==> config.mk <==
export PLATFORM = sky130hd
export DESIGN_NAME = memory_controller_flat
export DESIGN_NICKNAME = d
export VERILOG_FILES = /design/src/rtl/memory_controller_pkg.sv /design/src/rtl/memory_controller_if.sv /design/src/rtl/memory_controller_row_decoder.sv /design/src/rtl/memory_controller.sv /design/src/flat_wrapper.sv
export SDC_FILE = /design/constraint.sdc
export NUM_CORES = 1
export LEC_CHECK = 0
export CAP_MARGIN = 20
export CORE_MARGIN = 5
export CORE_UTILIZATION = 41
export CTS_CLUSTER_DIAMETER = 200
export DETAILED_ROUTE_END_ITERATION = 16
export HOLD_SLACK_MARGIN = 0.15
export PLACE_DENSITY = 0.91
export SYNTH_ARGS = -nofsm -noshare
export SYNTH_HDL_FRONTEND = slang
export SYNTH_HIERARCHICAL = 1
export SYNTH_SLANG_ARGS = --single-unit
==> constraint.sdc <==
create_clock -name clk -period 3.5 [get_ports clk]
set_input_delay 0.875 -clock clk [delete_from_list [all_inputs] [get_ports clk]]
set_output_delay 0.875 -clock clk [all_outputs]
set_load 0.01 [all_outputs]
==> src/rtl/memory_controller_pkg.sv <==
// Shared definitions for the memory controller: FSM state encoding,
// row operation encoding and default bus geometry.
package memory_controller_pkg;

    localparam int DEF_DATA_W = 8;
    localparam int DEF_ROWS   = 4;
    localparam int DEF_ADDR_W = 2;

    // Plain 2-bit encoding keeps the state register readable in legacy tools.
    typedef logic [1:0] state_t;

    localparam state_t ST_IDLE   = 2'd0;
    localparam state_t ST_SETUP  = 2'd1;
    localparam state_t ST_ACCESS = 2'd2;
    localparam state_t ST_DONE   = 2'd3;

    localparam logic OP_READ  = 1'b0;
    localparam logic OP_WRITE = 1'b1;

endpackage

==> src/rtl/memory_controller_if.sv <==
// Host-side request/response handshake plus the row-side memory bus,
// bundled so the controller and its environment share one definition.
interface memory_controller_if
    import memory_controller_pkg::*;
#(
    parameter int DATA_W = DEF_DATA_W,
    parameter int ROWS   = DEF_ROWS,
    parameter int ADDR_W = DEF_ADDR_W
) ();

    // Host side
    logic              req;
    logic              we;
    logic [ADDR_W-1:0] addr;
    logic [DATA_W-1:0] wdata;
    logic              ready;
    logic              done;
    logic              err;
    logic [DATA_W-1:0] rdata;

    // Row side
    logic [ROWS-1:0]   S;
    logic              op;
    logic [DATA_W-1:0] data_input;
    logic [DATA_W-1:0] data_output;

    // Controller view
    modport slave (
        input  req, we, addr, wdata, data_output,
        output ready, done, err, rdata, S, op, data_input
    );

    // Host plus row-array view
    modport master (
        output req, we, addr, wdata, data_output,
        input  ready, done, err, rdata, S, op, data_input
    );

endinterface

==> src/rtl/memory_controller_row_decoder.sv <==
// Turns a row index into a one-hot row select, gated by an enable, and
// flags indices that fall outside the populated rows.
module row_decoder #(
    parameter int ROWS   = 4,
    parameter int ADDR_W = 2
) (
    input  logic [ADDR_W-1:0] i_addr,
    input  logic              i_en,
    output logic [ROWS-1:0]   o_sel,
    output logic              o_range_err
);

    // Out-of-range indices simply match no row, so o_sel stays all-zero.
    assign o_range_err = int'(i_addr) >= ROWS;

    // One-hot decode of the row index while enabled.
    always_comb begin
        // NOTE: default every output first so no path leaves o_sel unassigned (latch).
        o_sel = '0;
        for (int i = 0; i < ROWS; i++) begin
            if (i_en && (int'(i_addr) == i)) begin
                o_sel[i] = 1'b1;
            end
        end
    end

endmodule

==> src/rtl/memory_controller.sv <==
// Four-phase row-memory sequencer: IDLE -> SETUP -> ACCESS -> DONE.
// A request is latched in IDLE, the row bus is set up for one cycle with
// no row selected, the addressed row is strobed for one cycle, and the
// completion is reported with a single-cycle done pulse.
module memory_controller
    import memory_controller_pkg::*;
#(
    parameter int DATA_W = DEF_DATA_W,
    parameter int ROWS   = DEF_ROWS,
    parameter int ADDR_W = DEF_ADDR_W
) (
    input  logic                clk,
    input  logic                rst,
    memory_controller_if.slave  bus
);

    state_t            r_state;
    logic [ADDR_W-1:0] r_addr;
    logic              r_we;
    logic [DATA_W-1:0] r_wdata;
    logic [DATA_W-1:0] r_rdata;

    logic              w_access;
    logic [ROWS-1:0]   w_sel;
    logic              w_range_err;

    assign w_access = (r_state == ST_ACCESS);

    row_decoder #(
        .ROWS   (ROWS),
        .ADDR_W (ADDR_W)
    ) u_row_decoder (
        .i_addr      (r_addr),
        .i_en        (w_access),
        .o_sel       (w_sel),
        .o_range_err (w_range_err)
    );

    // FSM sequencing, request latching and read-data capture.
    always_ff @(posedge clk) begin
        // NOTE: sequential state uses non-blocking assignments so every register samples pre-edge values.
        if (rst) begin
            r_state <= ST_IDLE;
            r_addr  <= '0;
            r_we    <= OP_READ;
            r_wdata <= '0;
            r_rdata <= '0;
        end else begin
            case (r_state)
                ST_IDLE: begin
                    if (bus.req) begin
                        r_addr  <= bus.addr;
                        r_we    <= bus.we;
                        r_wdata <= bus.wdata;
                        r_state <= ST_SETUP;
                    end
                end
                ST_SETUP: begin
                    r_state <= ST_ACCESS;
                end
                ST_ACCESS: begin
                    // A read of a missing row returns zero instead of bus noise.
                    if (r_we == OP_READ) begin
                        r_rdata <= w_range_err ? '0 : bus.data_output;
                    end
                    r_state <= ST_DONE;
                end
                ST_DONE: begin
                    r_state <= ST_IDLE;
                end
                default: begin
                    r_state <= ST_IDLE;
                end
            endcase
        end
    end

    // op and data_input come straight from the latched request, so they are
    // stable for the whole SETUP..DONE window while the row select pulses.
    assign bus.ready      = (r_state == ST_IDLE);
    assign bus.done       = (r_state == ST_DONE);
    assign bus.err        = (r_state == ST_DONE) && w_range_err;
    assign bus.rdata      = r_rdata;
    assign bus.S          = w_sel;
    assign bus.op         = r_we;
    assign bus.data_input = r_wdata;

endmodule

==> src/flat_wrapper.sv <==
// flat-port wrapper written by rule: the top's interface ports become plain ports
module memory_controller_flat import memory_controller_pkg::*;
#(
    parameter int DATA_W = DEF_DATA_W,
    parameter int ROWS   = DEF_ROWS,
    parameter int ADDR_W = DEF_ADDR_W
)
  (clk, rst, bus_req, bus_we, bus_addr, bus_wdata, bus_data_output, bus_ready, bus_done, bus_err, bus_rdata, bus_S, bus_op, bus_data_input);
  memory_controller_if #(.DATA_W(DATA_W), .ROWS(ROWS), .ADDR_W(ADDR_W)) bus_i ();
  input  logic clk;
  input  logic rst;
  input wire logic [$bits(bus_i.req)-1:0] bus_req;
  input wire logic [$bits(bus_i.we)-1:0] bus_we;
  input wire logic [$bits(bus_i.addr)-1:0] bus_addr;
  input wire logic [$bits(bus_i.wdata)-1:0] bus_wdata;
  input wire logic [$bits(bus_i.data_output)-1:0] bus_data_output;
  output wire logic [$bits(bus_i.ready)-1:0] bus_ready;
  output wire logic [$bits(bus_i.done)-1:0] bus_done;
  output wire logic [$bits(bus_i.err)-1:0] bus_err;
  output wire logic [$bits(bus_i.rdata)-1:0] bus_rdata;
  output wire logic [$bits(bus_i.S)-1:0] bus_S;
  output wire logic [$bits(bus_i.op)-1:0] bus_op;
  output wire logic [$bits(bus_i.data_input)-1:0] bus_data_input;
  assign bus_i.req = bus_req;
  assign bus_i.we = bus_we;
  assign bus_i.addr = bus_addr;
  assign bus_i.wdata = bus_wdata;
  assign bus_i.data_output = bus_data_output;
  assign bus_ready = bus_i.ready;
  assign bus_done = bus_i.done;
  assign bus_err = bus_i.err;
  assign bus_rdata = bus_i.rdata;
  assign bus_S = bus_i.S;
  assign bus_op = bus_i.op;
  assign bus_data_input = bus_i.data_input;
  memory_controller #(.DATA_W(DATA_W), .ROWS(ROWS), .ADDR_W(ADDR_W)) u_core (.clk(clk), .rst(rst), .bus(bus_i));
endmodule
==> results of run 1 <==
[area by class of cell]
cell class                 count  area [um2]  share of cell area, %
clock buffer                   3       22.52                  1.654
clock inverter                 1       5.005                 0.3676
inverter                       2       7.507                 0.5515
multi-input combinational     77       430.4                  31.62
sequential                    21       420.4                  30.88
tap                           28       35.03                  2.574
timing repair buffer          44       440.4                  32.35
[synthesized netlist by cell type (all sizes together), types with 2 or more instances]
| master | count |
|---|---|
| inv | 2 |
| a21oi | 19 |
| ha | 4 |
| dfxtp | 21 |
| nand3b | 8 |
| and2 | 2 |
| nand2 | 31 |
| nor2 | 3 |
| buf | 5 |
| nand2b | 2 |
| clkbuf | 2 |
| and3b | 2 |
[how the worst max path moves through the flow]
stage	end	cells past startpoint	startpoint
after floorplan	bus_S[3]	3	u_core/r_state[0]
after global placement	bus_S[0]	4	u_core/r_state[0]
after detailed placement	bus_S[1]	4	u_core/r_state[0]
after CTS	bus_S[1]	4	u_core/r_state[0]
after global routing	bus_S[0]	4	u_core/r_state[0]
final	bus_S[1]	4	u_core/r_state[0]
[registers in the layout, indices dropped and copies added (netlist names)]
register               flops
u_core/bus.rdata           8
u_core/r_state             2
u_core/r_addr              2
u_core/bus.data_input      8
u_core/bus.op              1
[routing by layer]
layer | GRT usage [%] | wire (um)
met1 | 13.71 | 901
met3 | 4.299 | 189
met2 | 26.43 | 1184
met4 | 3.974 | 0
met5 | 0 | 0
[cell usage in the layout, fill, tap and decap left out]
cell	synthesis	final
nand3b_1	8	8
a211oi_1	1	1
inv_1	2	2
conb_1	1	1
nor3b_2	1	1
nor2_1	3	3
and2_1	2	2
nor2b_4	1	1
and3_2	1	1
clkdlybuf4s50_1	0	44
a21oi_1	19	19
nand2b_1	2	2
clkinv_2	0	1
clkbuf_4	0	3
and3b_1	2	2
ha_1	4	4
mux2i_1	1	1
dfxtp_1	21	21
nand2_1	31	31
[cell families (layout without fill, tap and decap cells)]
group | after synthesis | in the layout | share of synthesized area [%]
multiplexers | 1 | 1 | 1.107
AO/OA/AOI/OAI | 20 | 20 | 11.34
AND/OR/NAND/NOR | 51 | 51 | 29.18
flip-flops | 21 | 21 | 46.47
adder cells (fa/ha/maj) | 4 | 4 | 5.533
buffers and inverters | 9 | 50 | 5.947
other | 1 | 1 | 0.4145
[metrics by stage]
stage / hold slack (ns) / cell area (um2) / total power [uW]
after detailed placement: 0.4467 / 1334 / 614.1
after global routing: 0.4880 / 1361 / 769.5
after floorplan: 0.4726 / 904.6 / 495.9
after CTS: 0.4629 / 1361 / 726.6
final: 0.4606 / 1361 / 722.8
after global placement: 0.4386 / 1334 / 597.8
[worst max-delay path, stage by stage (launching register included)]
cell	delay, ns
dfxtp_1	0.35
inv_1	0.11
ha_1	0.28
and3b_1	0.21
clkdlybuf4s50_1	0.55
[where the power goes]
part | switching, uW | internal, uW | total (uW)
registers | 28.7 | 279 | 308
clock network | 70.6 | 42.5 | 113
logic | 152 | 150 | 302
==> reports/metrics.csv, run 1 <==
stage,metric,value,unit
worst_setup_path,worst-path-max-fanout,7,
final_layout,fillCellCount,198,
final_layout,drive_gt1_share,4.730,%
clock_tree,cts_tree,done,
final_layout,instances_no_fill,176,
worst_setup_path,start_kind,flop,
global_routing,overflow,0,
placement,pre_cts_ws,1.186,ns
clock_tree,post_cts_buffers,0,
floorplan,dieArea,3246,um2
synthesis,synth_nets,133,
drt,drc_errors,0,
clock_tree,clk_pin_slew,0.12,ns
final_layout,area_growth,50.48,%
clock_tree,cts_hold_buffers,0,
status,outcome,"finished, final reports clean",
timing,tightest_slew,0.7155,ns
final_layout,final_util,63.37,%
global_routing,grt_first_pass_wirelength,3.505,mm
drt,wirelength,2.274,mm
drt,drt_iter0_drc,24,
floorplan,row_count,17,
synthesis,synth_seq_cells,21,
timing,finalCritPeriodShare,76.14,%
synthesis,synth_area_leaders,"dfxtp_1 (46%), nand2_1 (13%), a21oi_1 (11%)",
floorplan,die_h,56.97,um
placement,portBuffers,44,
synthesis,ys.flop_type,dfxtp_1,
synthesis,yosys_warnings,6,
worst_setup_path,reg2reg_to,u_core/r_addr[1],
worst_setup_path,cp.arrival,1.79,ns
hold_path,holdPathStages,2,
drt,firstDrtPassIters,4,
hold_path,worstHoldPathType,flop to flop,
worst_setup_path,r2r_start,u_core/r_state[0],
floorplan,initial_core_util,42.11,%
synthesis,synth-edff-count,0,
worst_setup_path,cp-end-kind,output port,
timing,maxSlewViolCount,0,
final_layout,nNetsFinal,175,
timing,fmax,375.3,MHz
global_routing,grt_pass1_vias,814,
placement,place.gp.congestion,0.8273,
timing,setup_tns,0,ns
synthesis,netlist_area,904.6,um2
synthesis,synth_seq_area_share,46.47,%
global_routing,track_usage,13.63,%
power_and_ir_drop,power_density,531.0,nW/um2
clock_tree,insertion_delay,0.29,ns
placement,dp_cells,172,
timing,fin_skew,0.003399,ns
timing,fin_ws,0.8351,ns
clock_tree,root_buffer,clkbuf_4,
placement,dp_hpwl,1.782,mm
floorplan,core,2148,um2
timing,relSlewSlack,52.15,%
synthesis,avgSynthCellArea,8.454,um2
hold_path,min_from,u_core/bus.data_input[0],
worst_setup_path,crit_type,flop to output port,
timing,hold_viol,0,
drt,viasPerCell,4.790,
synthesis,synthArstFlopShare,0,%
hold_path,hold-path-endpoint,u_core/bus.data_input[0],
synthesis,synthCells,107,
drt,post_drt_wl_per_cell,12.92,um
synthesis,synth.distinct_cells,20,
clock_tree,clockBufferDepth,2,
clock_tree,cts-resized-gates,0,
global_routing,antenna_found_initial,0,
timing,min_period,2.665,ns
timing,setup-violations-final,0,
clock_tree,htree_num_levels,1,
final_layout,n_antenna_cell,0,
synthesis,synth_top_area_share,46.47,%
clock_tree,clock-sinks,21,
run,cap_viol_max_count,0,
power_and_ir_drop,peakVddDrop,0.3228,mV
clock_tree,numCtsBuffers,3,
drt,ant_nets,0,
floorplan,dieWidth,56.97,um
timing,rsz0062_at_grt,no,
worst_setup_path,rrSetupSlack,2.10,ns
global_routing,grt_max_degree,22,
floorplan,pin_count,46,
worst_setup_path,r2r_cells,5,
drt,vias,843,
power_and_ir_drop,cellLeakagePower,0.0005084,uW
worst_setup_path,crit_required,2.62,ns
synthesis,synth_largest_area_cell,dfxtp_1,
No activity file was read; power rests on OpenSTA's default activity.
==> run 2: changes to the inputs <==
CORE_UTILIZATION = 38   (was 41)
PLACE_DENSITY = 0.86   (was 0.91)
clock period = 2.6 ns   (was 3.5 ns; I/O delays follow)
==> reports/metrics.csv, run 2 (synthesized netlist as in run 1, its figures left out) <==
stage,metric,value,unit,change
power_and_ir_drop,intPower,635.6,uW,+35%
global_routing,track_usage,15.10,%,+1.5 points
timing,fin_hold_ws,0.4552,ns,-0.005366 ns
clock_tree,root_buffer,clkbuf_4,,
final_layout,n_antenna_cell,0,,unchanged
floorplan,initial_core_util,40.50,%,-1.6 points
placement,place.gp.congestion,0.7243,,-12%
worst_setup_path,cp-end-kind,output port,,
power_and_ir_drop,power_density,717.0,nW/um2,+35%
floorplan,dieArea,3456,um2,+6.5%
clock_tree,numCtsBuffers,3,,unchanged
power_and_ir_drop,p_sw_share,34.88,%,+0.066 points
global_routing,grt-busiest-layer,met2,,
run,cap_viol_max_count,0,,unchanged
drt,ant_nets,0,,unchanged
global_routing,antenna_found_initial,0,,unchanged
drt,viasPerCell,4.847,,+1.2%
clock_tree,cts-resized-gates,0,,unchanged
worst_setup_path,crit_type,flop to output port,,
timing,relSlewSlack,49.33,%,-2.8 points
floorplan,dieWidth,58.79,um,+3.2%
final_layout,final_common_cell,clkdlybuf4s50_1,,
power_and_ir_drop,p_total,976.1,uW,+35%
power_and_ir_drop,cellLeakagePower,0.0005084,uW,unchanged
global_routing,grt_pass1_vias,902,,+11%
final_layout,final_util,60.95,%,-2.4 points
global_routing,grt_max_degree,22,,unchanged
final_layout,fillCellCount,206,,+4.0%
clock_tree,clockBufferDepth,2,,unchanged
clock_tree,clk_pin_slew,0.12,ns,about the same
final_layout,nNetsFinal,175,,unchanged
final_layout,layout_common_cells,"clkdlybuf4s50_1 (44), nand2_1 (31), dfxtp_1 (21)",,
worst_setup_path,cp.arrival,1.82,ns,+0.03 ns
power_and_ir_drop,power.switching,340.4,uW,+35%
drt,vias,853,,+1.2%
clock_tree,cts_tree,done,,
placement,dp_hpwl,1.807,mm,+1.4%
drt,wirelength,2.351,mm,+3.4%
clock_tree,post_cts_buffers,0,,unchanged
drt,firstDrtPassIters,4,,unchanged
timing,fin_skew,0.005434,ns,+0.002034 ns
clock_tree,insertion_delay,0.29,ns,about the same
power_and_ir_drop,p_seq_share,42.3,%,-0.3 points
worst_setup_path,start_kind,flop,,
global_routing,grt_first_pass_wirelength,4.057,mm,+16%
timing,maxSlewViolCount,0,,unchanged
status,outcome,"finished, final reports clean",,
timing,setup_tns,0,ns,unchanged
global_routing,met3_usage,7.018,%,+2.7 points
global_routing,met1_usage,16.40,%,+2.7 points
timing,min_period,2.466,ns,
timing,setup-violations-final,0,,unchanged
final_layout,area_growth,50.48,%,unchanged
final_layout,instances_no_fill,176,,unchanged
timing,tightest_slew,0.7577,ns,+0.04213 ns
power_and_ir_drop,comb_power_share,42.3,%,+0.5 points
drt,post_drt_wl_per_cell,13.36,um,+3.4%
placement,dp_cells,172,,unchanged
global_routing,overflow,0,,unchanged
drt,drc_errors,0,,unchanged
final_layout,drive_gt1_share,4.730,%,unchanged
floorplan,pin_count,46,,unchanged
worst_setup_path,crit_required,1.95,ns,-0.67 ns
worst_setup_path,worst-path-max-fanout,7,,unchanged
power_and_ir_drop,clkPwrFrac,15.4,%,-0.2 points
final_layout,ff_latch_area,420.4,um2,unchanged
clock_tree,clock-sinks,21,,unchanged
clock_tree,cts_hold_buffers,0,,unchanged
timing,rsz0062_at_grt,no,,
timing,fmax,405.5,MHz,
timing,hold_viol,0,,unchanged
timing,finalCritPeriodShare,94.84,%,
hold_path,worstHoldPathType,flop to flop,,
power_and_ir_drop,peakVddDrop,0.4606,mV,+43%
floorplan,row_count,17,,unchanged
drt,drt_iter0_drc,10,,-58%
floorplan,die_h,58.79,um,+3.2%
placement,portBuffers,44,,unchanged
clock_tree,htree_num_levels,1,,unchanged
global_routing,grtUsageMet2,26.34,%,-0.087 points
final_layout,multi_input_area,430.4,um2,unchanged
floorplan,core,2233,um2,+4.0%
==> run 2: cell counts in the layout (fill, tap and decap cells not counted) <==
No cell type changed its count.
==> run 2: power groups by stage <==
stage | Clock, uW | Combinational, uW | Sequential, uW
after floorplan | 0 | 236 | 431
after global placement | 0 | 394 | 416
after detailed placement | 0 | 409 | 421
after CTS | 161 | 415 | 414
after global routing | 178 | 457 | 422
final | 150 | 413 | 413
==> run 2: final cells by class <==
type,count,area share (%)
clock buffers,3,1.654
clock inverters,1,0.3676
inverters,2,0.5515
multi-input cells,77,31.62
flip-flops and latches,21,30.88
well taps,28,2.574
repair buffers,44,32.35
==> run 2: critical path, cell delays in order, from the launching register on <==
cell	delay, ns
dfxtp_1	0.34
inv_1	0.11
ha_1	0.31
nor3b_2	0.21
clkdlybuf4s50_1	0.55
==> run 2: metrics by stage <==
| stage | cell area, um2 | setup WS (ns) |
|---|---|---|
| 2_1_floorplan | 904.6 | 1.074 |
| 3_3_place_gp | 1334 | 0.5610 |
| 3_5_place_dp | 1334 | 0.4703 |
| 5_1_grt | 1361 | 0.01194 |
| 6_report | 1361 | 0.1342 |
| 4_1_cts | 1361 | 0.1208 |
==> run 2: path summary, 6_finish.rpt <==
path,start,end,slack [ns],cells after the start
worst max-delay path,u_core/r_state[0],bus_S[0],0.13,4
worst min-delay path,u_core/bus.rdata[6],u_core/bus.rdata[6],0.46,2
worst max register to register,u_core/r_state[0],u_core/bus.rdata[1],1.21,5
worst min register to register,u_core/bus.rdata[6],u_core/bus.rdata[6],0.46,2
==> run 2: per-layer routing <==
| layer | vias to the layer above | wire length, um |
|---|---|---|
| met5 | - | 0 |
| met4 | 0 | 10 |
| met3 | 2 | 288 |
| met2 | 35 | 1140 |
| met1 | 387 | 911 |
| li1 | 429 | - |
==> run 3: changes to the inputs <==
CTS_CLUSTER_DIAMETER = unset   (was 200)
GPL_TIMING_DRIVEN = 0   (was unset)
==> reports/metrics.csv, run 3 (synthesized netlist as in run 1, its figures left out) <==
stage,metric,value,unit,change
status,outcome,"finished, final reports clean",,
power_and_ir_drop,power_density,714.1,nW/um2,-0.40%
clock_tree,numCtsBuffers,3,,unchanged
timing,fin_hold_ws,0.4594,ns,+0.004221 ns
floorplan,core,2233,um2,unchanged
clock_tree,clock-sinks,21,,unchanged
timing,setup_tns,0,ns,unchanged
clock_tree,clockBufferDepth,2,,unchanged
floorplan,pin_count,46,,unchanged
power_and_ir_drop,peakVddDrop,0.5890,mV,+28%
floorplan,row_count,17,,unchanged
worst_setup_path,path_cells,inv_1 > ha_2 > nor3b_2 > clkdlybuf4s50_1,,
clock_tree,clk_pin_slew,0.11,ns,about the same
worst_setup_path,slowest_stage,clkdlybuf4s50_1,,
placement,dp_hpwl,1.734,mm,-4.1%
global_routing,grt_max_degree,12,,-45%
floorplan,dieArea,3456,um2,unchanged
final_layout,area_growth,55.74,%,
final_layout,final_common_cell,clkdlybuf4s50_1,,
run,cap_viol_max_count,0,,unchanged
drt,firstDrtPassIters,4,,unchanged
timing,min_period,2.445,ns,-0.02089 ns
floorplan,die_h,58.79,um,unchanged
drt,viasPerCell,4.656,,-3.9%
clock_tree,insertion_delay,0.31,ns,+0.02 ns
drt,vias,852,,-0.12%
drt,post_drt_wl_per_cell,12.40,um,-7.2%
clock_tree,root_buffer,clkbuf_4,,
floorplan,dieWidth,58.79,um,unchanged
timing,finalCritPeriodShare,94.04,%,-0.80 points
worst_setup_path,path_depth,4,,unchanged
worst_setup_path,cp.buffers_inverters,2,,unchanged
worst_setup_path,r2r_start,u_core/r_state[1],,
final_layout,n_antenna_cell,0,,unchanged
worst_setup_path,worst-path-max-fanout,7,,unchanged
global_routing,antenna_found_initial,0,,unchanged
final_layout,nNetsFinal,182,,+4.0%
worst_setup_path,r2r_cells,6,,+1
power_and_ir_drop,intPower,667.4,uW,+5.0%
worst_setup_path,rrSetupSlack,1.30,ns,+0.09 ns
worst_setup_path,start_kind,flop,,
timing,hold_viol,0,,unchanged
worst_setup_path,crit_type,flop to output port,,
clock_tree,htree_num_levels,1,,unchanged
power_and_ir_drop,power.switching,338.7,uW,-0.50%
worst_setup_path,critPathMaxStageDelay,0.57,ns,+0.02 ns
worst_setup_path,cp-end-kind,output port,,
timing,fmax,409.0,MHz,+0.85%
worst_setup_path,critPathTopFamily,buffers and inverters,,
global_routing,overflow,0,,unchanged
power_and_ir_drop,comb_power_share,43.5,%,+1.2 points
timing,rsz0062_at_grt,no,,
drt,wirelength,2.269,mm,-3.5%
worst_setup_path,crit_required,1.95,ns,about the same
power_and_ir_drop,p_sw_share,33.67,%,-1.2 points
global_routing,grt_pass1_vias,878,,-2.7%
worst_setup_path,cp.arrival,1.79,ns,-0.03 ns
timing,maxSlewViolCount,0,,unchanged
drt,drc_errors,0,,unchanged
global_routing,grt_first_pass_wirelength,3.843,mm,-5.3%
power_and_ir_drop,cellLeakagePower,0.0005306,uW,+4.4%
timing,setup-violations-final,0,,unchanged
clock_tree,cts_tree,done,,
hold_path,worstHoldPathType,flop to flop,,
drt,drt_iter0_drc,15,,+5
hold_path,min_from,u_core/bus.data_input[6],,
placement,portBuffers,44,,unchanged
drt,ant_nets,0,,unchanged
power_and_ir_drop,p_seq_share,41.0,%,-1.3 points
floorplan,initial_core_util,40.50,%,unchanged
power_and_ir_drop,clkPwrFrac,15.5,%,about the same
global_routing,track_usage,14.84,%,-0.26 points
hold_path,hold-path-endpoint,u_core/bus.data_input[6],,
final_layout,drive_gt1_share,7.742,%,+3.0 points
placement,place.gp.congestion,0.7298,,+0.76%
worst_setup_path,reg2reg_to,u_core/r_addr[1],,
final_layout,layout_common_cells,"clkdlybuf4s50_1 (44), nand2_1 (31), dfxtp_1 (21)",,
timing,fin_skew,0.006596,ns,+0.001162 ns
hold_path,holdPathStages,2,,unchanged
[run 3: changes by cell type in the layout (fill, tap and decap cells not counted), sizes merged]
cell / change
buf: +5
clkinv: -1
clkbuf: +3
[run 3: area by class of cell]
class                   count  area [um2]
well taps                  28       35.03
clock buffers               4       26.28
flip-flops and latches     21       420.4
inverters                   2       7.507
fillers                   196       824.5
repair buffers             44       440.4
multi-input cells          77       432.9
plain buffers               7       46.29
[run 3: worst max path at each step]
stage	slack [ns]	endpoint	start
finish	0.16	bus_S[0]	u_core/r_state[0]
global route	0.04	bus_S[0]	u_core/r_state[0]
CTS	0.10	bus_S[0]	u_core/r_state[0]
detailed placement	0.48	bus_S[0]	u_core/r_state[0]
global placement	0.53	bus_S[0]	u_core/r_state[0]
floorplan	1.07	bus_S[3]	u_core/r_state[0]
[run 3: worst min-delay path, stage by stage, from the launching register on]
cell     delay, ns
dfxtp_1       0.32
nand2_1       0.05
a21oi_1       0.05
[run 3: power by group through the flow]
stage          clock (uW)  combinational (uW)  sequential [uW]
5_1_grt               179                 484              422
3_3_place_gp            0                 422              416
4_1_cts               165                 440              412
3_5_place_dp            0                 437              419
2_1_floorplan           0                 236              431
6_report              156                 437              412
[run 3: repair_timing]
action                     CTS  global route
setup endpoints to repair    0             1
resized for setup            0             1
setup buffers                0             0
hold buffers                 0             0
[run 3: layer usage]
layer	GRT usage (%)	vias up	share of wire, %
met4	7.767	0	2.4
li1	-	445	-
met5	0	-	0
met3	6.360	5	12
met1	15.50	366	41
met2	25.08	36	44
[run 3: metrics by stage]
stage / util, % / setup slack, ns / cell area (um2) / total power [uW] / std cells
floorplan: - / 1.074 / 904.6 / 667.5 / 107
global placement: 61.79 / 0.5257 / 1380 / 838.0 / 179
detailed placement: 61.79 / 0.4798 / 1380 / 856.3 / 179
CTS: 62.97 / 0.1032 / 1406 / 1016 / 183
global route: 63.08 / 0.04166 / 1409 / 1086 / 183
finish: 63.08 / 0.1550 / 1409 / 1006 / 183
